## config.mk

```make
export PLATFORM = sky130hd
export DESIGN_NAME = sf_mc
export DESIGN_NICKNAME = d
export VERILOG_FILES = /design/src/rtl/sf_pkg.sv /design/src/rtl/sf_fifo.sv /design/src/rtl/sf_mc.sv
export SDC_FILE = /design/constraint.sdc
export NUM_CORES = 1
export LEC_CHECK = 0
export ABC_AREA = 0
export ABC_CLOCK_PERIOD_IN_PS = 3000
export BUFFER_PORTS_ARGS = -buffer_cell sky130_fd_sc_hd__buf_2
export CAP_MARGIN = 5
export CORE_MARGIN = 2
export CORE_UTILIZATION = 45
export CTS_BUF_LIST = sky130_fd_sc_hd__clkbuf_8
export CTS_CLUSTER_SIZE = 20
export DETAILED_ROUTE_END_ITERATION = 8
export PLACE_DENSITY = 0.61
export SLEW_MARGIN = 15
export SYNTH_ARGS = -nofsm -noshare
export SYNTH_HDL_FRONTEND = slang
export SYNTH_SLANG_ARGS = --single-unit
export TNS_END_PERCENT = 1
```

## constraint.sdc

```tcl
create_clock -name clk -period 3 [get_ports clk]
set_input_delay 0.15 -clock clk [delete_from_list [all_inputs] [get_ports clk]]
set_output_delay 0.15 -clock clk [all_outputs]
set_load 0.005 [all_outputs]
```

## src/rtl/sf_pkg.sv

```systemverilog
// sf_pkg: shared types and default constants for the multi-channel
// sample fetcher (FSM state enum, FIFO entry record, defaults).
package sf_pkg;

    localparam int SF_DW      = 8;
    localparam int SF_LW      = 8;
    localparam int SF_NCH     = 4;
    localparam int SF_DEPTH   = 16;
    localparam int SF_TIMEOUT = 255;

    // Channel-number width for a given channel count, never below one bit.
    function automatic int sf_cw(input int nch);
        return (nch > 1) ? $clog2(nch) : 1;
    endfunction

    localparam int SF_CW = sf_cw(SF_NCH);

    typedef enum logic [2:0] {
        S_IDLE,
        S_REQ,
        S_RECV,
        S_GAP,
        S_DONE
    } sf_state_e;

    typedef struct packed {
        logic [SF_DW-1:0] dat;
        logic [SF_CW-1:0] ch;
        logic             last;
    } sf_entry_t;

endpackage

```

## src/rtl/sf_fifo.sv

```systemverilog
// sf_fifo: synchronous FIFO of DEPTH entries; a pop frees a slot for a
// push in the same cycle. Read data reads as zero while empty.
module sf_fifo
    import sf_pkg::*;
#(
    parameter type T     = sf_entry_t,
    parameter int  DEPTH = SF_DEPTH
) (
    input  logic clk,
    input  logic rst,
    input  logic push_i,
    input  T     wdata_i,
    input  logic pop_i,
    output T     rdata_o,
    output logic full_o,
    output logic empty_o
);

    localparam int AW = $clog2(DEPTH);

    T               mem_q [DEPTH];
    logic [AW:0]    wptr_q;
    logic [AW:0]    rptr_q;
    logic           do_push;
    logic           do_pop;

    assign empty_o = (wptr_q == rptr_q);
    assign full_o  = (wptr_q[AW-1:0] == rptr_q[AW-1:0]) &&
                     (wptr_q[AW] != rptr_q[AW]);
    assign do_pop  = pop_i & ~empty_o;
    assign do_push = push_i & (~full_o | do_pop);

    // Head entry, forced to zero when nothing is buffered
    always_comb begin
        rdata_o = '0;
        if (!empty_o) rdata_o = mem_q[rptr_q[AW-1:0]];
    end

    // Read/write pointers with a wrap bit to tell full from empty
    always_ff @(posedge clk or negedge rst) begin
        if (!rst) begin
            wptr_q <= '0;
            rptr_q <= '0;
        end else begin
            if (do_push) wptr_q <= wptr_q + (AW+1)'(1);
            if (do_pop)  rptr_q <= rptr_q + (AW+1)'(1);
        end
    end

    // Storage array; contents are meaningless until written
    always_ff @(posedge clk) begin
        if (do_push) mem_q[wptr_q[AW-1:0]] <= wdata_i;
    end

endmodule

```

## src/rtl/sf_mc.sv

```systemverilog
// sf_mc: multi-channel sample fetcher; scans channels 0..NCH-1, buffers
// frames in sf_fifo. Define SF_TIMEOUT_EN to enable the rdy watchdog.
module sf_mc
    import sf_pkg::*;
#(
    parameter  int DW      = SF_DW,
    parameter  int LW      = SF_LW,
    parameter  int NCH     = SF_NCH,
    parameter  int DEPTH   = SF_DEPTH,
    parameter  int TIMEOUT = SF_TIMEOUT,
    localparam int CW      = sf_cw(NCH)
) (
    input  logic          clk,
    input  logic          rst,
    input  logic          start,
    output logic          busy,
    output logic          done,
    output logic          req,
    output logic [CW-1:0] ch,
    input  logic          rdy,
    input  logic [DW-1:0] dat,
    input  logic [LW-1:0] len,
    output logic          o_valid,
    input  logic          o_ready,
    output logic [DW-1:0] o_dat,
    output logic [CW-1:0] o_ch,
    output logic          o_last,
    output logic          ovf,
    output logic          err
);

    typedef struct packed {
        logic [DW-1:0] dat;
        logic [CW-1:0] ch;
        logic          last;
    } entry_t;

    sf_state_e     state_q, state_d;
    logic [CW-1:0] ch_q, ch_d;
    logic [LW-1:0] cnt_q, cnt_d;
    logic [LW-1:0] len_q, len_d;
    logic          ovf_q, ovf_d;
    logic          err_q, err_d;
    logic [LW-1:0] eff_len;
    logic [LW-1:0] cnt_nx;
    logic          wr_en;
    entry_t        wr_ent;
    entry_t        rd_ent;
    logic          fifo_full;
    logic          fifo_empty;
    logic          pop;
    logic          tmo;

    assign eff_len = (len == '0) ? LW'(1) : len;
    assign cnt_nx  = cnt_q + LW'(1);
    assign pop     = o_valid & o_ready;

    assign req     = (state_q == S_REQ) || (state_q == S_RECV);
    assign busy    = (state_q != S_IDLE);
    assign done    = (state_q == S_DONE);
    assign ch      = ch_q;
    assign ovf     = ovf_q;
    assign err     = err_q;
    assign o_valid = ~fifo_empty;
    assign o_dat   = rd_ent.dat;
    assign o_ch    = rd_ent.ch;
    assign o_last  = rd_ent.last;

`ifdef SF_TIMEOUT_EN
    localparam int TW = $clog2(TIMEOUT + 1);

    logic [TW-1:0] tmr_q, tmr_d;

    assign tmo = req & ~rdy & (tmr_q == TW'(TIMEOUT - 1));

    // Idle-cycle count; restarts on every state change and every word
    always_comb begin
        tmr_d = '0;
        if (req && !rdy && state_d == state_q) tmr_d = tmr_q + TW'(1);
    end

    // Watchdog counter register
    always_ff @(posedge clk or negedge rst) begin
        if (!rst) tmr_q <= '0;
        else      tmr_q <= tmr_d;
    end
`else
    // No watchdog: the FSM waits for rdy forever (never true when legal)
    assign tmo = (TIMEOUT < 0);
`endif

    // Scan sequencing, frame counting and FIFO write generation
    always_comb begin
        state_d     = state_q;
        ch_d        = ch_q;
        cnt_d       = cnt_q;
        len_d       = len_q;
        ovf_d       = ovf_q;
        err_d       = err_q;
        wr_en       = 1'b0;
        wr_ent.dat  = dat;
        wr_ent.ch   = ch_q;
        wr_ent.last = 1'b0;
        unique case (state_q)
            S_IDLE: begin
                if (start) begin
                    state_d = S_REQ;
                    ch_d    = '0;
                    ovf_d   = 1'b0;
                    err_d   = 1'b0;
                end
            end
            S_REQ: begin
                if (rdy) begin
                    wr_en       = 1'b1;
                    wr_ent.last = (eff_len == LW'(1));
                    cnt_d       = LW'(1);
                    len_d       = eff_len;
                    state_d     = (eff_len == LW'(1)) ? S_GAP : S_RECV;
                end else if (tmo) begin
                    err_d   = 1'b1;
                    state_d = S_GAP;
                end
            end
            S_RECV: begin
                if (rdy) begin
                    wr_en       = 1'b1;
                    wr_ent.last = (cnt_nx == len_q);
                    cnt_d       = cnt_nx;
                    if (cnt_nx == len_q) state_d = S_GAP;
                end else if (tmo) begin
                    err_d   = 1'b1;
                    state_d = S_GAP;
                end
            end
            S_GAP: begin
                if (ch_q == CW'(NCH - 1)) begin
                    state_d = S_DONE;
                end else begin
                    ch_d    = ch_q + CW'(1);
                    state_d = S_REQ;
                end
            end
            S_DONE: state_d = S_IDLE;
            default: state_d = S_IDLE;
        endcase
        // A full FIFO with no pop drops the word; framing still advances
        if (wr_en && fifo_full && !pop) ovf_d = 1'b1;
    end

    // FSM and datapath registers
    always_ff @(posedge clk or negedge rst) begin
        if (!rst) begin
            state_q <= S_IDLE;
            ch_q    <= '0;
            cnt_q   <= '0;
            len_q   <= '0;
            ovf_q   <= 1'b0;
            err_q   <= 1'b0;
        end else begin
            state_q <= state_d;
            ch_q    <= ch_d;
            cnt_q   <= cnt_d;
            len_q   <= len_d;
            ovf_q   <= ovf_d;
            err_q   <= err_d;
        end
    end

    sf_fifo #(
        .T     (entry_t),
        .DEPTH (DEPTH)
    ) u_fifo (
        .clk     (clk),
        .rst     (rst),
        .push_i  (wr_en),
        .wdata_i (wr_ent),
        .pop_i   (pop),
        .rdata_o (rd_ent),
        .full_o  (fifo_full),
        .empty_o (fifo_empty)
    );

endmodule

```

* After elaboration in Yosys (flattened, before gate mapping) *
Memories as Yosys holds them, arrays and structs flattened.
Cells that the tools add are included.

word-level totals
  bits in writable memories = 176
  output and inout bits = 19
  memories kept = 1
  bits in registers = 32
  input port bits = 21

cells by class
  reduce and logical (&&, ||, !) cells = 18
  add/sub/neg operators = 4
  bitwise gates (word level) = 6
  muxes and demuxes = 25
  eq/ne operators = 15

memories
  memory        words  bits a word  read ports  clocked after memory_dff  wr ports  RTL line       RTL
  u_fifo.mem_q  16     11           1           0                         1         sf_fifo.sv:21  T mem_q [DEPTH];

operators with widths
  operator                                                          number
  8-bit two-way mux                                                 3
  8-bit case mux with 2 select lines                                1
  3-bit two-way mux                                                 5
  3-bit case mux with 4 select lines                                1
  11-bit two-way mux                                                1
  5-bit by 1-bit adder with 5-bit output (second input constant)    2
  1-bit two-way mux                                                 10
  8-bit by 1-bit adder with 8-bit output (second input constant)    1
  8-bit by 1-bit == test with 1-bit output (second input constant)  1
  8-bit == test                                                     1
  8-bit logical NOT                                                 1
  2-bit inequality test (second input constant)                     4
  2-bit nonzero test                                                4
  3-bit by 2-bit == test with 1-bit output (second input constant)  2
  3-bit AND reduction                                               2
  5-bit == test                                                     1
  4-bit == test                                                     1
  2-bit two-way mux                                                 2
  2-bit case mux with 2 select lines                                1
  2-bit AND reduction                                               2
  4-bit AND reduction                                               1
  1-bit AND                                                         3
  3-bit by 1-bit == test with 1-bit output (second input constant)  1
  3-bit == test (second input constant)                             1
  13 further kinds                                                  16

* Depth between registers and ports, before layout *
  word-level depth = 8
  mapped depth = 7
  gate-level depth less buffers = 6

* Hierarchy *
A second synthesis with hierarchy kept.

unflattened totals
  cell total of the unflattened synthesis = 498
  area, all modules = 8861.0 sq um

by module, submodules not included
  module   seq. area each (sq um)  area an instance (sq um)  times used  cells each
  sf_fifo  5535.3                  7374.6                    1           343
  sf_mc    550.5                   1486.4                    1           155

* Worst setup path before layout *
No wires, ideal clock.

  path type = reg-to-reg
  from = reg state_q[2]
  to = mem u_fifo.mem_q[3][0] (netlist name) (enable)
  data required time = 2.607 ns
  cell stages (with the launch flop) = 8
  setup slack = 0.393 ns
  data arrival time = 2.214 ns
  cells stage by stage = dfrtp_1 -> clkbuf_1 -> nor2b_1 -> nand2b_1 -> clkbuf_1 -> a31oi_2 -> nand2_1 -> nor3_1

on the way
  word-level cells in the longest chain between the ends = 6
  elaborated cells on any way between the ends = 7

RTL lines
  what                                                                                                         RTL line       RTL
  start: declaration                                                                                           sf_mc.sv:38    sf_state_e state_q, state_d;
  start signal: assignment                                                                                     sf_mc.sv:161   state_q <= state_d;
  3-bit by 1-bit == test with 1-bit output / 3-bit by 2-bit == test with 1-bit output (equally long branches)  sf_mc.sv:104   unique case (state_q)
  2-bit OR reduction (no line) *                                                                               -
  1-bit two-way mux *                                                                                          -
  1-bit AND *                                                                                                  sf_fifo.sv:31  assign do_push = push_i & (~full_o | do_pop);
  1-bit two-way mux *                                                                                          sf_fifo.sv:52  if (do_push) mem_q[wptr_q[AW-1:0]] <= wdata_i;
  1-bit two-way mux (not written as such) *                                                                    sf_fifo.sv:52
  end: declaration                                                                                             sf_fifo.sv:21

Every way passes the cells marked *; elsewhere a longest branch is shown, timed or not.

* Final worst setup path *
  from = reg u_fifo.rptr_q[0]
  to = out o_dat[3]

on the way
  word-level cells in the longest chain between the ends = 2
  elaborated cells on any way between the ends = 3

RTL lines
  what                                                        RTL line       RTL
  start: declaration                                          sf_fifo.sv:23  logic [AW:0] rptr_q;
  start signal: assignment                                    sf_fifo.sv:46  if (do_pop) rptr_q <= rptr_q + (AW+1)'(1);
  memory 16 x 11 bit / 5-bit == test (equally long branches)  -
  11-bit two-way mux *                                        sf_fifo.sv:36  if (!empty_o) rdata_o = mem_q[rptr_q[AW-1:0]];
  end: declaration                                            sf_mc.sv:25    output logic [DW-1:0] o_dat,

Marks and branches as above.

==> metrics.yaml <==
layout_worst_path_cycle_share_pct: 93.10
r2r_setup_slack_ps: 570
timing.setup.critical_path_class: "flop to primary output"
number_of_global_route_vias_before_repair: 4870
whs_path_depth: 3
ir_drop_uv: 495.9
maxcap_viol_count: 0
async_reset_ff_share_pct: 15.38
syn_to_final_growth_pct: 15.33
synth_area_leaders: "sky130_fd_sc_hd__edfxtp_1 (61%), sky130_fd_sc_hd__mux4_2 (11%), sky130_fd_sc_hd__dfrtp_1 (9.2%)"
cts.htree.levels: 2
max_clock_freq_mhz: 358.0
drt.antenna.violating_nets: 0
netlist_instances: 474
tritoncts: "yes"
global_route_wire_length_before_repair_um: 27900
setup_viol: 0
insertion_delay_ps: 510
worst-endpoint-required_ps: 2850
syn_avg_cell_area_sq_um: 18.40
grtUsageTotal_pct: 18.47
numCtsBuffers: 36
critPathSlowestCell: "sky130_fd_sc_hd__mux4_1"
antenna-diode-count: 0
power-per-cell-area_nw_per_um2: 885.8
clock_path_buffers: 3
worst-r2r-cell-count: 6
netlist-cell-type-count: 46
final_net_count: 593
drt_pass1_iterations: 4
site_row_count: 50
timing.final.crit_period_ps: 2793
finalHoldViolations: 0
power_leakage_nw: 3.569
clock_tree_skew_after_final_layout_ps: 11.60
io_pins: 40
outcome: "finished clean"
kind_of_capture_point_of_the_worst_setup_path: "primary output"
die_area_sq_um: 20510
top_ff_cell_synth: "sky130_fd_sc_hd__edfxtp_1"
wire_per_inst_um: 21.10
cts_root_buffer: "sky130_fd_sc_hd__clkbuf_8"
buffer_ports.inserted: 38
global_route_overflow: 0
p_sw_share_pct: 30.87
dr_vias: 4585
synth.net_count: 502
synth_warnings: 0
drc: 0
max_stage_delay_ps: 650
die_x_um: 143.2
crit_buf_inv: 2
synth_enable_flop_cells: 176
place_congestion: 0.8112
cp_data_arrival_time_ps: 2640
synth_top_area_share_pct: 60.59
power.clock.fraction_pct: 25.1
grt_start_max_net_pins: 49
grt_setup_unrepaired: "no"
total_negative_setup_slacks_ps: 0
initial_core_util_pct: 46.17
synth-seq-area-share_pct: 69.77
cp_top_family: "multiplexers"
p_int_w: 0.006160
grt_antenna_before_repair: 0
seqPwrFrac_pct: 42.9
p_comb_share_pct: 31.9
dpl.hpwl_um: 11060
synth.ff_latch_count: 208
design.core.area_sq_um: 18890
fillerInstances: 1540
clk_transition_reported_paths_ps: 60
post_route_cells_drive_above_1_share_pct: 29.03
grt.met3_usage_pct: 3.655
fin_worst_setup_slack_ps: 206.9
clkSinkCount: 208
post_drt_via_cell_ratio: 5.400
crit_cells: 5
grt_busiest_layer: "met2"
drt_iter0_drc: 308
met2_track_usage_gr_pct: 30.40
placement.setup.worst_slack_ps: 586.3
synth_largest_area_cell: "sky130_fd_sc_hd__edfxtp_1"
drt-total-wl_um: 17920
highest_net_fanout_along_the_worst_path: 48
total_area_of_multi_input_combinational_cells_sq_um: 2422
floorplan.die.height_um: 143.2
buffers_inserted_during_post_cts_setup_optimization: 0
startpoint_type: "flop"
worst_slew_pin_slew_ps: 745.2
relative_slew_slack_pct: 50.32
seq_area_sq_um: 6088
netSwitchingPower_w: 0.002750
final-max-slew-violation-count: 0
synth_area_sq_um: 8722
cp_cell_sequence: "buf_12 -> mux4_1 -> mux4_2 -> and2_1 -> buf_2"
min-delay-path-class: "input pin to flop"
use_met1_pct: 24.59
[final timing paths]
kind,to,start
setup / recovery,o_dat[3],u_fifo.rptr_q[0]$_DFFE_PN0P_
hold / removal,state_q[0]$_DFFE_PN0P_,start
setup reg to reg,u_fifo.mem_q[10][6]$_DFFE_PP_,state_q[0]$_DFFE_PN0P_
hold reg to reg,u_fifo.rptr_q[4]$_DFFE_PN0P_,u_fifo.rptr_q[4]$_DFFE_PN0P_
max in group asynchronous,u_fifo.rptr_q[0]$_DFFE_PN0P_,rst
min in group asynchronous,cnt_q[7]$_DFFE_PN0P_,rst
[metrics by stage]
stage | power, W | hold slack (ps) | cell area, sq um | util [%] | std cells
3_3_place_gp | 0.006717 | 247.7 | 9321 | 49.34 | 776
2_1_floorplan | 0.005925 | -145.6 | 8722 | - | 474
5_1_grt | 0.009433 | 20.31 | 10060 | 53.25 | 849
3_5_place_dp | 0.006770 | 263.3 | 9321 | 49.34 | 776
4_1_cts | 0.009046 | 8.129 | 10060 | 53.25 | 849
6_report | 0.008911 | 25.48 | 10060 | 53.25 | 849
[worst register-to-register path, stage by stage, from the launching register on]
cell	delay, ps
sky130_fd_sc_hd__dfrtp_1	600
sky130_fd_sc_hd__xnor2_1	150
sky130_fd_sc_hd__nand2b_1	300
sky130_fd_sc_hd__a31oi_2	440
sky130_fd_sc_hd__nand2_1	200
sky130_fd_sc_hd__nor2_1	200
sky130_fd_sc_hd__buf_4	230
[flip-flops by register name, summed over array words and instances (netlist names)]
name and flops:
u_fifo.wptr_q 5, state_q 3, ovf 1, cnt_q 8, u_fifo.rptr_q 5, len_q 8, ch 2, u_fifo.mem_q 176
[what timing repair did]
item / in CTS / in global routing
hold buffers: 11 / 0
resized for setup: 0 / 0
endpoints found under the hold margin: 43 / 0
[layer usage]
metal,vias up,part of all wire (%)
li1,2065,-
met5,-,0
met3,34,4.3
met2,106,49
met1,2380,44
met4,0,2.5
[Yosys cell counts (4+ instances only)]
cell type                  instances
sky130_fd_sc_hd__nor2b_1           4
sky130_fd_sc_hd__inv_1            10
sky130_fd_sc_hd__xor2_1            9
sky130_fd_sc_hd__a21oi_1           6
sky130_fd_sc_hd__edfxtp_1        176
sky130_fd_sc_hd__buf_4             6
sky130_fd_sc_hd__nand4_1           5
sky130_fd_sc_hd__o21ai_0          17
sky130_fd_sc_hd__clkbuf_1          7
sky130_fd_sc_hd__nor3_1            6
sky130_fd_sc_hd__buf_2             8
sky130_fd_sc_hd__dfrtp_1          32
sky130_fd_sc_hd__xnor2_1          16
sky130_fd_sc_hd__nand2b_1          6
sky130_fd_sc_hd__and2_1           13
sky130_fd_sc_hd__mux4_2           43
sky130_fd_sc_hd__mux2_2            7
sky130_fd_sc_hd__nor2_1           26
sky130_fd_sc_hd__mux4_1           12
sky130_fd_sc_hd__ha_1              7
sky130_fd_sc_hd__and3_1            6
sky130_fd_sc_hd__nand2_1          19
sky130_fd_sc_hd__nand3_1           4
[area by class of cell]
cell class                 count  share of cell area [%]
inverter                      10                  0.3731
sequential                   208                   60.52
timing repair buffer          80                   5.547
clock buffer                  38                   5.199
tap                          260                   3.234
multi-input combinational    229                   24.08
clock inverter                24                   1.045
[layout by cell type (no fill, tap or decap), types with 5 or more instances in the layout]
cell type and n:
sky130_fd_sc_hd__and2_1 13, sky130_fd_sc_hd__clkbuf_8 38, sky130_fd_sc_hd__nand4_1 5, sky130_fd_sc_hd__dfrtp_1 30, sky130_fd_sc_hd__buf_2 38, sky130_fd_sc_hd__edfxtp_1 176
sky130_fd_sc_hd__inv_1 21, sky130_fd_sc_hd__a21oi_1 6, sky130_fd_sc_hd__xnor2_1 16, sky130_fd_sc_hd__nand2_1 19, sky130_fd_sc_hd__nand2b_1 6, sky130_fd_sc_hd__xor2_1 9
sky130_fd_sc_hd__mux4_1 12, sky130_fd_sc_hd__o21ai_0 17, sky130_fd_sc_hd__mux4_2 43, sky130_fd_sc_hd__nor2_1 26, sky130_fd_sc_hd__and3_1 6, sky130_fd_sc_hd__clkinv_1 7
sky130_fd_sc_hd__ha_1 7, sky130_fd_sc_hd__buf_4 29, sky130_fd_sc_hd__mux2_2 7, sky130_fd_sc_hd__dlygate4sd3_1 11
[power groups by stage]
| stage | Clock [W] | Combinational, W | Sequential [W] |
|---|---|---|---|
| after CTS | 0.00231 | 0.00291 | 0.00382 |
| after global routing | 0.00245 | 0.00312 | 0.00386 |
| after detailed placement | 0 | 0.00289 | 0.00388 |
| after global placement | 0 | 0.00286 | 0.00386 |
| final | 0.00224 | 0.00285 | 0.00382 |
| after floorplan | 0 | 0.00219 | 0.00374 |
[logic make-up after synthesis]
logic type	after synthesis	synth area share (%)
DFF	208	69.77
and+or+nand+nor	97	5.623
muxes	63	15.75
buffers and inverters	37	2.683
AOI/OAI and AO/OA	36	2.611
xor gates and xnor gates	25	2.510
adders and majority gates	7	1.004
other	1	0.04299
Power figures use the tool's default switching activity.
